<file path="src/rtl/bf16_add_unpack.sv">
// Splits bf16 operand pairs into fields and resolves zero/subnormal/inf/NaN bypass results.
// Latency: one cycle from accept to out_valid_o when the buffer is empty.
// Backpressure: 2-entry skid buffer; in_ready_o is registered and drops only when both entries are full.
module bf16_add_unpack #(
    parameter int E = 8,
    parameter int M = 7
) (
    input  logic             clk,
    input  logic             rst,
    input  logic             in_valid_i,
    output logic             in_ready_o,
    input  logic [1+E+M-1:0] a_i,
    input  logic [1+E+M-1:0] b_i,
    output logic             out_valid_o,
    input  logic             out_ready_i,
    output logic             sa_o,
    output logic             sb_o,
    output logic [E-1:0]     ea_o,
    output logic [E-1:0]     eb_o,
    output logic [M-1:0]     ma_o,
    output logic [M-1:0]     mb_o,
    output logic             bypass_o,
    output logic [1+E+M-1:0] bypass_res_o
);
    localparam int W = 1 + E + M;

    // Canonical quiet NaN: positive, all-ones exponent, mantissa MSB set.
    localparam logic [W-1:0] QNAN = {1'b0, {E{1'b1}}, 1'b1, {(M-1){1'b0}}};

    typedef struct packed {
        logic         sa;
        logic         sb;
        logic [E-1:0] ea;
        logic [E-1:0] eb;
        logic [M-1:0] ma;
        logic [M-1:0] mb;
        logic         bypass;
        logic [W-1:0] res;
    } pair_t;

    typedef enum logic [1:0] {
        EMPTY = 2'd0,
        ONE   = 2'd1,
        FULL  = 2'd2
    } state_t;

    state_t state, state_nxt;
    pair_t  r0, r1, unp;
    logic   load_r0, load_r1, move_r1;
    logic   accept, pop;

    // Raw field views of both operands.
    logic         sa, sb;
    logic [E-1:0] ea, eb;
    logic [M-1:0] ma, mb;
    logic         za, zb, ia, ib, na, nb;

    assign sa = a_i[W-1];
    assign sb = b_i[W-1];
    assign ea = a_i[W-2 -: E];
    assign eb = b_i[W-2 -: E];
    assign ma = a_i[M-1:0];
    assign mb = b_i[M-1:0];

    // Subnormals count as zero, so zero depends only on the exponent.
    assign za = (ea == '0);
    assign zb = (eb == '0);
    assign ia = (&ea) && (ma == '0);
    assign ib = (&eb) && (mb == '0);
    assign na = (&ea) && (ma != '0);
    assign nb = (&eb) && (mb != '0);

    assign accept = in_valid_i && in_ready_o;
    assign pop    = out_valid_o && out_ready_i;

    // Classify the incoming pair and pick the special-case result, first rule wins.
    always_comb begin
        unp        = '0;
        unp.sa     = sa;
        unp.sb     = sb;
        unp.ea     = ea;
        unp.eb     = eb;
        unp.ma     = za ? '0 : ma;
        unp.mb     = zb ? '0 : mb;
        unp.bypass = 1'b1;
        if (na || nb || (ia && ib && (sa != sb))) begin
            unp.res = QNAN;
        end else if (ia) begin
            unp.res = a_i;
        end else if (ib) begin
            unp.res = b_i;
        end else if (za && zb) begin
            unp.res = {sa & sb, {(W-1){1'b0}}};
        end else if (za) begin
            unp.res = b_i;
        end else if (zb) begin
            unp.res = a_i;
        end else begin
            unp.bypass = 1'b0;
            unp.res    = '0;
        end
    end

    // State register plus registered ready derived from the next state.
    always_ff @(posedge clk) begin
        if (rst) begin
            state      <= EMPTY;
            in_ready_o <= 1'b1;
        end else begin
            state      <= state_nxt;
            in_ready_o <= (state_nxt != FULL);
        end
    end

    // Skid-buffer next state and register load controls.
    always_comb begin
        state_nxt = state;
        load_r0   = 1'b0;
        load_r1   = 1'b0;
        move_r1   = 1'b0;
        case (state)
            EMPTY: begin
                if (accept) begin
                    load_r0   = 1'b1;
                    state_nxt = ONE;
                end
            end
            ONE: begin
                if (accept && pop) begin
                    load_r0 = 1'b1;
                end else if (accept) begin
                    load_r1   = 1'b1;
                    state_nxt = FULL;
                end else if (pop) begin
                    state_nxt = EMPTY;
                end
            end
            FULL: begin
                if (pop) begin
                    move_r1   = 1'b1;
                    state_nxt = ONE;
                end
            end
            default: state_nxt = EMPTY;
        endcase
    end

    // Main and skid data registers; reset clears them so outputs read zero.
    always_ff @(posedge clk) begin
        if (rst) begin
            r0 <= '0;
            r1 <= '0;
        end else begin
            if (load_r0) begin
                r0 <= unp;
            end else if (move_r1) begin
                r0 <= r1;
            end
            if (load_r1) begin
                r1 <= unp;
            end
        end
    end

    assign out_valid_o  = (state != EMPTY);
    assign sa_o         = r0.sa;
    assign sb_o         = r0.sb;
    assign ea_o         = r0.ea;
    assign eb_o         = r0.eb;
    assign ma_o         = r0.ma;
    assign mb_o         = r0.mb;
    assign bypass_o     = r0.bypass;
    assign bypass_res_o = r0.res;

endmodule

</file>
<file path="config.mk">
export PLATFORM = sky130hd
export DESIGN_NAME = bf16_add_unpack
export DESIGN_NICKNAME = d
export VERILOG_FILES = /design/src/rtl/bf16_add_unpack.sv
export SDC_FILE = /design/constraint.sdc
export NUM_CORES = 1
export LEC_CHECK = 0
export BUFFER_PORTS_ARGS = -buffer_cell sky130_fd_sc_hd__buf_2
export CAP_MARGIN = 30
export CORE_UTILIZATION = 50
export DETAILED_ROUTE_END_ITERATION = 8
export PLACE_DENSITY = 0.73
export SYNTH_ARGS = -nofsm -noshare
export SYNTH_HDL_FRONTEND = slang
export SYNTH_SLANG_ARGS = --single-unit
export TNS_END_PERCENT = 20
</file>
<file path="constraint.sdc">
create_clock -name clk -period 3 [get_ports clk]
set_input_delay 0.45 -clock clk [delete_from_list [all_inputs] [get_ports clk]]
set_output_delay 0.45 -clock clk [all_outputs]
set_load 0.03 [all_outputs]
</file>
==> metrics.md, run 1 <==
| Metric | Value |
|---|---|
| Outcome | complete, no violations |
| DRT Wirelength | 11800 um |
| Power Density | 532 nW/um^2 |
| TNS Setup | 0 ns |
| R2r worst-path depth | 5 |
| Prevailing post-synth register cell | dfxtp_1 |
| RSZ-0062 raised after global routing | no |
| DP Area | 5010 um^2 |
| Fill count | 795 |
| Synth Net Count | 542 |
| Synth Instances | 505 |
| Leak | 2.21 nW |
| Worst Path Required | 3.27 ns |
| Register area | 2020 um^2 |
| # diodes | 0 |
| Top-count cell post-synth | dfxtp_1 |
| Post-synthesis mux area share | 11.1% |
| Area Growth Syn to Fin | 15.5% |
| Area leader, netlist | dfxtp_1 |
| Worst hold stages | 2 |
| Detail Route Antenna Nets | 0 |
| Post-DR wirelength/cell | 17.1 um |
| TritonCTS Buffers | 9 |
| Top cells by area, synth | dfxtp_1, mux2i_1, a211oi_1 |
| CTS H-tree lvls | 3 |
| Max Cap Viol | 0 |
| Finished Core Util | 59.5% |
| Routed vias/inst | 6.03 |
| CTS Sinks | 101 |
| P_sw | 0.000817 W |
| Ports | 87 |
| Worst hold path type | in2reg |
| Internal Pwr Total | 0.00195 W |
| DRC viols | 0 |
| Post-cts resize count | 0 |
| Skew final | 0.00688 ns |
| Starting Density | 51.5% |
| Final Wtd Congestion | 0.982 |
| First-pass GRT wire length | 19500 um |
| Cell mode on critical path | nand2_1 |
| Final Setup Violations | 0 |
| Core area | 8720 um^2 |
| DP HPWL | 8080 um |
| Area share of and/or/nand/nor cells after synthesis | 16.5% |
| Slew HR | 48.2% |
| Comb pwr share | 17.2% |
| Grt ovf | 0 |
| Combinational family with the most area after synthesis | compound AO/OA/AOI/OAI gates |
| Initial antenna violation count | 0 |
| Crit-path cells | buf_2 > nor4_2 > nand2_1 > nand2_1 > a22oi_1 > a221oi_1 |
| Area of the multi-input gates | 2320 um^2 |
| Critical Path Start Type | input pin |
| Crit Path Class | in2reg |
| Max Fanout on Critical Path | 18 |
| Slowest Stage Delay on Critical Path | 0.65 ns |
| Clk pwr share | 30.0% |
| Seq/Total Area, Yosys | 45.0% |
| Synthesized flop and latch total | 101 |
| Initial DRC count | 288 |
| Worst setup EP type | register |
| Min cycle time layout | 2.43 ns |
| Final hold violations | 0 |
| IO Port Bufs | 86 |
| Seq pwr share | 52.8% |
| Number of global-route vias before repair | 3869 |
| Slew Limit Fails | 0 |
| Slew @ Worst Pin | 0.772 ns |
| Hold WS | 0.333 ns |
| Die width | 96.8 um |
| Pin count of the biggest net entering global routing | 43 |
| Critical path's slowest cell | nor4_2 |
| Synth Cell Area | 4490 um^2 |
| Postcts setup bufs | 0 |
| Root Buffer | clkbuf_8 |
| Die H | 96.8 um |
| Cell Rows | 34 |
| Die area | 9370 um^2 |
| CTS tree | built |
| Post-synthesis compound-gate area fraction | 23.4% |
| Xor/xnor share of the synthesized area | 0% |
| Post-CTS Hold Buffers | 0 |
| Period utilization | 81.0% |
| Finished layout cell area | 5190 um^2 |
| Final nets | 611 |
| WP buf/inv | 1 |
| Worst EP arrival | 2.70 ns |
| Max Freq | 411 MHz |
| Post-Synth Adder-Cell Area | 0.278% |
| Sw Share | 29.6% |
| Synthesis Warnings | 0 |
| Synth cell count leaders | dfxtp_1, nand2_1, a211oi_1, a21oi_1, mux2i_1 |
| Clk_lat worst skew | 0.36 ns |
| Worst path depth | 6 |
| Tot Pwr | 0.00276 W |
| DR vias | 4138 |
| Share of cells above drive strength 1 | 21.5% |
| Syn_area_per_cell | 8.90 um^2 |
| Delay-heaviest family, CP | simple AND/OR/NAND/NOR gates |
| Post-synth EDFFs | 0 |
| Clock-pin slew on the worst setup and hold paths | 0.09 ns |
| Max clock buf depth | 2 |
| Max VDD drop | 0.331 mV |
| Tot GR Track Use | 25.3% |
| Count of cell types in the netlist | 38 |
| Detailed Routing Iterations Pass 1 | 5 |
| Share of the synthesized area in the top cell type | 45.0% |
| Ys async rst share | 0% |
cell families after synthesis:
group	Yosys count
compound gates	152
fa+ha+maj	1
buf+inv	43
flops	101
mux	50
simple gates	158
path summary, 6_finish.rpt:
kind | endpoint | start | slack, ns
max | bypass_res_o[9] | b_i[7] | 0.57
max reg2reg | r1[12] | in_ready_o | 1.16
min reg2reg | r1[20] | r1[20] | 0.46
min | state[1] | out_ready_i | 0.33
power by group through the flow:
| stage | Combinational [W] | Sequential [W] | Clock, W |
|---|---|---|---|
| 4_1_cts | 0.000474 | 0.00146 | 0.000841 |
| 5_1_grt | 0.000512 | 0.00147 | 0.000893 |
| 2_1_floorplan | 0.000196 | 0.00160 | 0 |
| 3_5_place_dp | 0.000472 | 0.00149 | 0 |
| 3_3_place_gp | 0.000462 | 0.00149 | 0 |
| 6_report | 0.000474 | 0.00146 | 0.000830 |
area by class of cell:
cell class | count | share of cell area (%)
clock buffer | 11 | 2.53
inverter | 2 | 0.145
tap | 108 | 2.60
multi-input combinational | 361 | 44.6
timing repair buffer | 99 | 10.2
clock inverter | 4 | 0.964
sequential | 101 | 39.0
sequential cells by signal, summed over array words and instances (netlist names), 2 cells and up:
signal and cells:
state 2, eb_o 8, mb_o 7, ma_o 7
ea_o 8, r1 49, bypass_res_o 16
metrics by stage:
stage,worst slack (ns),instances
floorplan,0.689,505
global placement,0.387,671
detailed placement,0.259,671
CTS,0.647,686
global route,0.343,686
finish,0.569,686
layout by cell type, fill, tap and decap left out, types with 12 or more instances in the layout:
| cell | instances |
|---|---|
| dfxtp_1 | 101 |
| buf_2 | 86 |
| nand2_1 | 69 |
| a21oi_1 | 56 |
| a211oi_1 | 56 |
| mux2i_1 | 50 |
| nor2_1 | 40 |
| nand3_1 | 14 |
| buf_4 | 13 |
| o2111ai_1 | 12 |
worst reg2reg max path: cells and delay by family (launching register included):
family | cells | cell delay, ns
DFF | 1 | 0.36
AOI/OAI and AO/OA | 1 | 0.16
and+or+nand+nor | 4 | 1.17
metal layers:
layer / GRT usage (%) / part of all wire (%) / vias up
li1: - / - / 2015
met1: 34.4 / 45 / 1944
met2: 39.5 / 47 / 158
met3: 6.14 / 6.8 / 21
met4: 8.15 / 1.3 / 0
met5: 0 / 0 / -
No activity file was read; power rests on OpenSTA's default activity.
==> inputs of run 2 (changes only) <==
- clock period: 3 -> 2.3 ns (I/O delays scaled with it)
==> run 2 against run 1 <==
  * Hold slack got worse by 0.091 ns
  * Via count rose by 4.5%
  * Flip-flop and latch count did not move
  * Routed wire length rose by 3.8%
  * Register-to-register slack got worse by 0.63 ns
==> metrics.md, run 2 (synthesis results as in run 1) <==
| Metric | Value |
|---|---|
| Slowest Stage Delay on Critical Path | 0.59 ns |
| Non-filler cells, final | 715 |
| Tot GR Track Use | 26.4% |
| First-pass GRT wire length | 20200 um |
| Clk_lat worst skew | 0.36 ns |
| Largest register FFs | 49 |
| Commonest non-fill, non-tap cell in the layout | dfxtp_1 |
| TNS Setup | 0 ns |
| Cell Rows | 34 |
| Most frequent cells in the layout | dfxtp_1, buf_2, nand2_1, a21oi_1, a211oi_1 |
| IO Port Bufs | 86 |
| Final Setup Violations | 0 |
| Critical path's slowest cell | or4_1 |
| Worst hold path type | in2reg |
| Max Fanout on Critical Path | 9 |
| CTS Sinks | 101 |
| CTS tree | built |
| Worst setup EP type | register |
| Critical Path Start Type | input pin |
| Slew Limit Fails | 0 |
| CTS H-tree lvls | 3 |
| Max clock buf depth | 2 |
| Cell mode on critical path | or4_1 |
| Number of global-route vias before repair | 4009 |
| Detail Route Antenna Nets | 0 |
| Min cycle time layout | 2.10 ns |
| Root Buffer | clkbuf_8 |
| Period utilization | 91.2% |
| Placed insts | 700 |
| TritonCTS Buffers | 9 |
| Final nets | 640 |
| Routed vias/inst | 6.05 |
| Post-DR wirelength/cell | 17.1 um |
| Max Cap Viol | 0 |
| Crit Path Class | in2reg |
| Postcts setup bufs | 0 |
| Slew @ Worst Pin | 0.662 ns |
| Detailed Routing Iterations Pass 1 | 4 |
| # diodes | 0 |
| Share of cells above drive strength 1 | 25.5% |
| Ports | 87 |
| Core area | 8720 um^2 |
| Area Growth Syn to Fin | 21.3% |
| DR vias | 4325 |
| DRC viols | 0 |
| Die H | 96.8 um |
| Slew HR | 55.8% |
| Starting Density | 51.5% |
| DP HPWL | 8470 um |
| Crit-path cells | buf_2 > or4_1 > or4_1 > nand2_1 > o22ai_1 > a221oi_1 |
| Post-CTS Hold Buffers | 0 |
| Final hold violations | 0 |
| Max Freq | 477 MHz |
| Max VDD drop | 0.374 mV |
| Post-cts resize count | 0 |
| Outcome | complete, no violations |
| Worst Path Required | 2.56 ns |
| Die area | 9370 um^2 |
| Power Density | 658 nW/um^2 |
| Grt ovf | 0 |
| DRT Wirelength | 12200 um |
| Pin count of the biggest net entering global routing | 49 |
| Initial antenna violation count | 0 |
| Clock-pin slew on the worst setup and hold paths | 0.09 ns |
| Reg with most FFs | r1 |
| Final Wtd Congestion | 0.912 |
| Die width | 96.8 um |
| Leak | 2.38 nW |
| RSZ-0062 raised after global routing | no |
| Initial DRC count | 190 |
| Worst EP arrival | 2.36 ns |
| Fill count | 781 |
| Skew final | 0.0107 ns |
run 2: cell types whose count changed in the layout (fill, tap and decap cells not counted), sizes merged:
| cell | previous run | this run |
|---|---|---|
| buf | 99 | 128 |
| bufinv | 1 | 0 |
| clkinv | 1 | 4 |
| clkinvlp | 2 | 0 |
run 2: worst paths after layout:
check | depth (start not counted) | from | slack, ns | end
min reg2reg | 2 | r1[45] | 0.46 | r1[45]
max reg2reg | 5 | in_ready_o | 0.53 | bypass_res_o[14]
min | 2 | out_ready_i | 0.24 | state[1]
max | 6 | a_i[2] | 0.20 | bypass_res_o[14]
run 2: area by class of cell:
type	count	area, um^2	area share, %
multi-input combinational	361	2320	42.5
sequential	101	2020	37.1
timing repair buffer	128	796	14.6
clock buffer	11	151	2.78
tap	108	135	2.48
clock inverter	4	23.8	0.436
inverter	2	7.51	0.138
run 2: metrics by stage:
stage | util (%) | worst slack [ns] | total power [W] | instance area (um^2) | hold WS [ns]
after CTS | 62.5 | 0.194 | 0.00360 | 5450 | 0.234
final | 62.5 | 0.201 | 0.00359 | 5450 | 0.242
after global placement | 60.5 | -0.154 | 0.00258 | 5280 | 0.441
after global routing | 62.5 | 0.0559 | 0.00374 | 5450 | 0.249
after floorplan | - | 0.0940 | 0.00234 | 4490 | 0.435
after detailed placement | 60.5 | -0.183 | 0.00260 | 5280 | 0.446
run 2: where the power goes:
group	internal [W]	switching (W)
registers	0.00185	0.0000544
logic	0.000225	0.000434
clock network	0.000444	0.000579
run 2: layer usage:
layer	wire length, um	GRT usage [%]
met5	0	0
met2	5880	42.0
met3	738	4.84
met4	283	10.3
met1	5290	35.5
run 2: critical path, delay by kind of cell:
family	cells	cell delay [ns]
compound gates	2	0.46
buf+inv	1	0.11
simple gates	3	1.45
==> inputs of run 3 (changes only) <==
- SETUP_SLACK_MARGIN: not set -> 0.4
==> run 3 against run 2 <==
  * First-iteration DRC count is 55% higher
  * Clock-buffer cell count is 2 lower
  * Clock skew is 0.0020 ns lower
  * Clock power is 9.8% higher
  * Final area is 2.2% higher
  * Cell count is 0.42% higher
  * Combinational power is 0.9% higher
  * Critical path type unchanged
  * Flip-flop and latch count stayed put
  * Via count is 1.6% lower
  * Maximum frequency is 4.0% higher
==> metrics.md, run 3 (synthesis results as in run 1) <==
| Metric | Value |
|---|---|
| Outcome | complete, no violations |
| Detailed Routing Iterations Pass 1 | 5 |
| DP Area | 5260 um^2 |
| Cell Rows | 34 |
| DP HPWL | 8460 um |
| DR vias | 4257 |
| Crit-path cells | buf_6 > or4_4 > or4_4 > a211oi_4 > o211ai_1 > o41ai_2 |
| TNS Setup | 0 ns |
| Period utilization | 87.8% |
| # diodes | 0 |
| Initial antenna violation count | 0 |
| Final Wtd Congestion | 0.863 |
| Critical path's slowest cell | or4_4 |
| Slowest Stage Delay on Critical Path | 0.58 ns |
| Critical Path Start Type | input pin |
| Worst setup EP type | register |
| CTS Sinks | 101 |
| Finished Core Util | 63.9% |
| First-pass GRT wire length | 20200 um |
| DRT Wirelength | 12400 um |
| Cell mode on critical path | or4_4 |
| Register area | 2020 um^2 |
| Slew HR | 52.9% |
| DRC viols | 0 |
| TritonCTS Buffers | 9 |
| Crit Path Class | in2reg |
| Most frequent cells in the layout | dfxtp_1, buf_2, nand2_1, a21oi_1, a211oi_1 |
| Largest register FFs | 49 |
| Worst Path Required | 2.57 ns |
| CTS tree | built |
| Grt ovf | 0 |
| Area of the multi-input gates | 2410 um^2 |
| RSZ-0062 raised after global routing | yes |
| Root Buffer | clkbuf_8 |
| Tot GR Track Use | 26.4% |
| Ports | 87 |
| Worst slack, placed | -0.151 ns |
| Final hold violations | 0 |
| Commonest non-fill, non-tap cell in the layout | dfxtp_1 |
| Slew Limit Fails | 0 |
| Worst EP arrival | 2.29 ns |
| Initial DRC count | 295 |
| Slew @ Worst Pin | 0.705 ns |
| Pin count of the biggest net entering global routing | 75 |
| Max Cap Viol | 0 |
| Die area | 9370 um^2 |
| Final Setup Violations | 0 |
| Worst hold path type | in2reg |
| Leak | 2.41 nW |
| Detail Route Antenna Nets | 0 |
| Clock-pin slew on the worst setup and hold paths | 0.10 ns |
| Core area | 8720 um^2 |
| Finished layout cell area | 5570 um^2 |
| Share of cells above drive strength 1 | 28.5% |
| Max Freq | 495 MHz |
| Min cycle time layout | 2.02 ns |
| Post-CTS Hold Buffers | 0 |
| Starting Density | 51.5% |
| Max Fanout on Critical Path | 3 |
| Die width | 96.8 um |
| Number of global-route vias before repair | 3934 |
| Final worst setup slack | 0.282 ns |
| Skew final | 0.00876 ns |
| Die H | 96.8 um |
| Power Density | 662 nW/um^2 |
| Max clock buf depth | 2 |
| Clk_lat worst skew | 0.37 ns |
| Area Growth Syn to Fin | 23.9% |
| Fill count | 765 |
| Post-DR wirelength/cell | 17.3 um |
| Reg with most FFs | r1 |
| CTS H-tree lvls | 3 |
| Routed vias/inst | 5.93 |
| Max VDD drop | 0.332 mV |
| IO Port Bufs | 86 |
| Final nets | 642 |
| Hold WS | 0.242 ns |
==> run 3: worst max-delay path, delay by kind of cell <==
kind / cells / cell delay [ns]
AO/OA/AOI/OAI: 3 / 0.75
buffers and inverters: 1 / 0.09
AND/OR/NAND/NOR: 2 / 1.09
==> run 3: per-stage QoR <==
step,std cells,total power (W)
detailed placement,701,0.00259
finish,718,0.00369
global route,718,0.00383
global placement,701,0.00257
CTS,718,0.00369
floorplan,505,0.00234
==> run 3: metal layers <==
metal | GRT usage [%] | part of all wire [%] | wire length [um]
met2 | 41.4 | 47 | 5840
met1 | 37.0 | 45 | 5650
met4 | 8.50 | 1.7 | 208
met3 | 4.26 | 5.9 | 733
met5 | 0 | 0 | 0
==> run 3: timing repair <==
action	CTS	global route
setup buffers	1	0
pin swaps	11	11
resized for setup	10	11
setup endpoints to repair	17	23
==> run 3: area by class of cell <==
class	count	share of cell area (%)
repair buffers	130	14.5
flip-flops and latches	101	36.3
inverters	2	0.135
multi-input cells	361	43.2
clock buffers	9	2.22
clock inverters	7	1.19
well taps	108	2.43
==> run 3: worst paths after layout <==
kind	depth (start not counted)	startpoint	slack, ns	to
worst min-delay path	2	out_ready_i	0.24	state[1]
worst max register to register	5	in_ready_o	0.51	bypass_o
worst max-delay path	6	b_i[2]	0.28	bypass_res_o[15]
worst min register to register	2	r1[46]	0.46	r1[46]
==> run 3: report_power, final <==
part	internal (W)	total, W	switching [W]
Clock	0.000498	0.00112	0.000622
Sequential	0.00185	0.00190	0.0000543
Combinational	0.000224	0.000665	0.000442
Total	0.00257	0.00369	0.00112
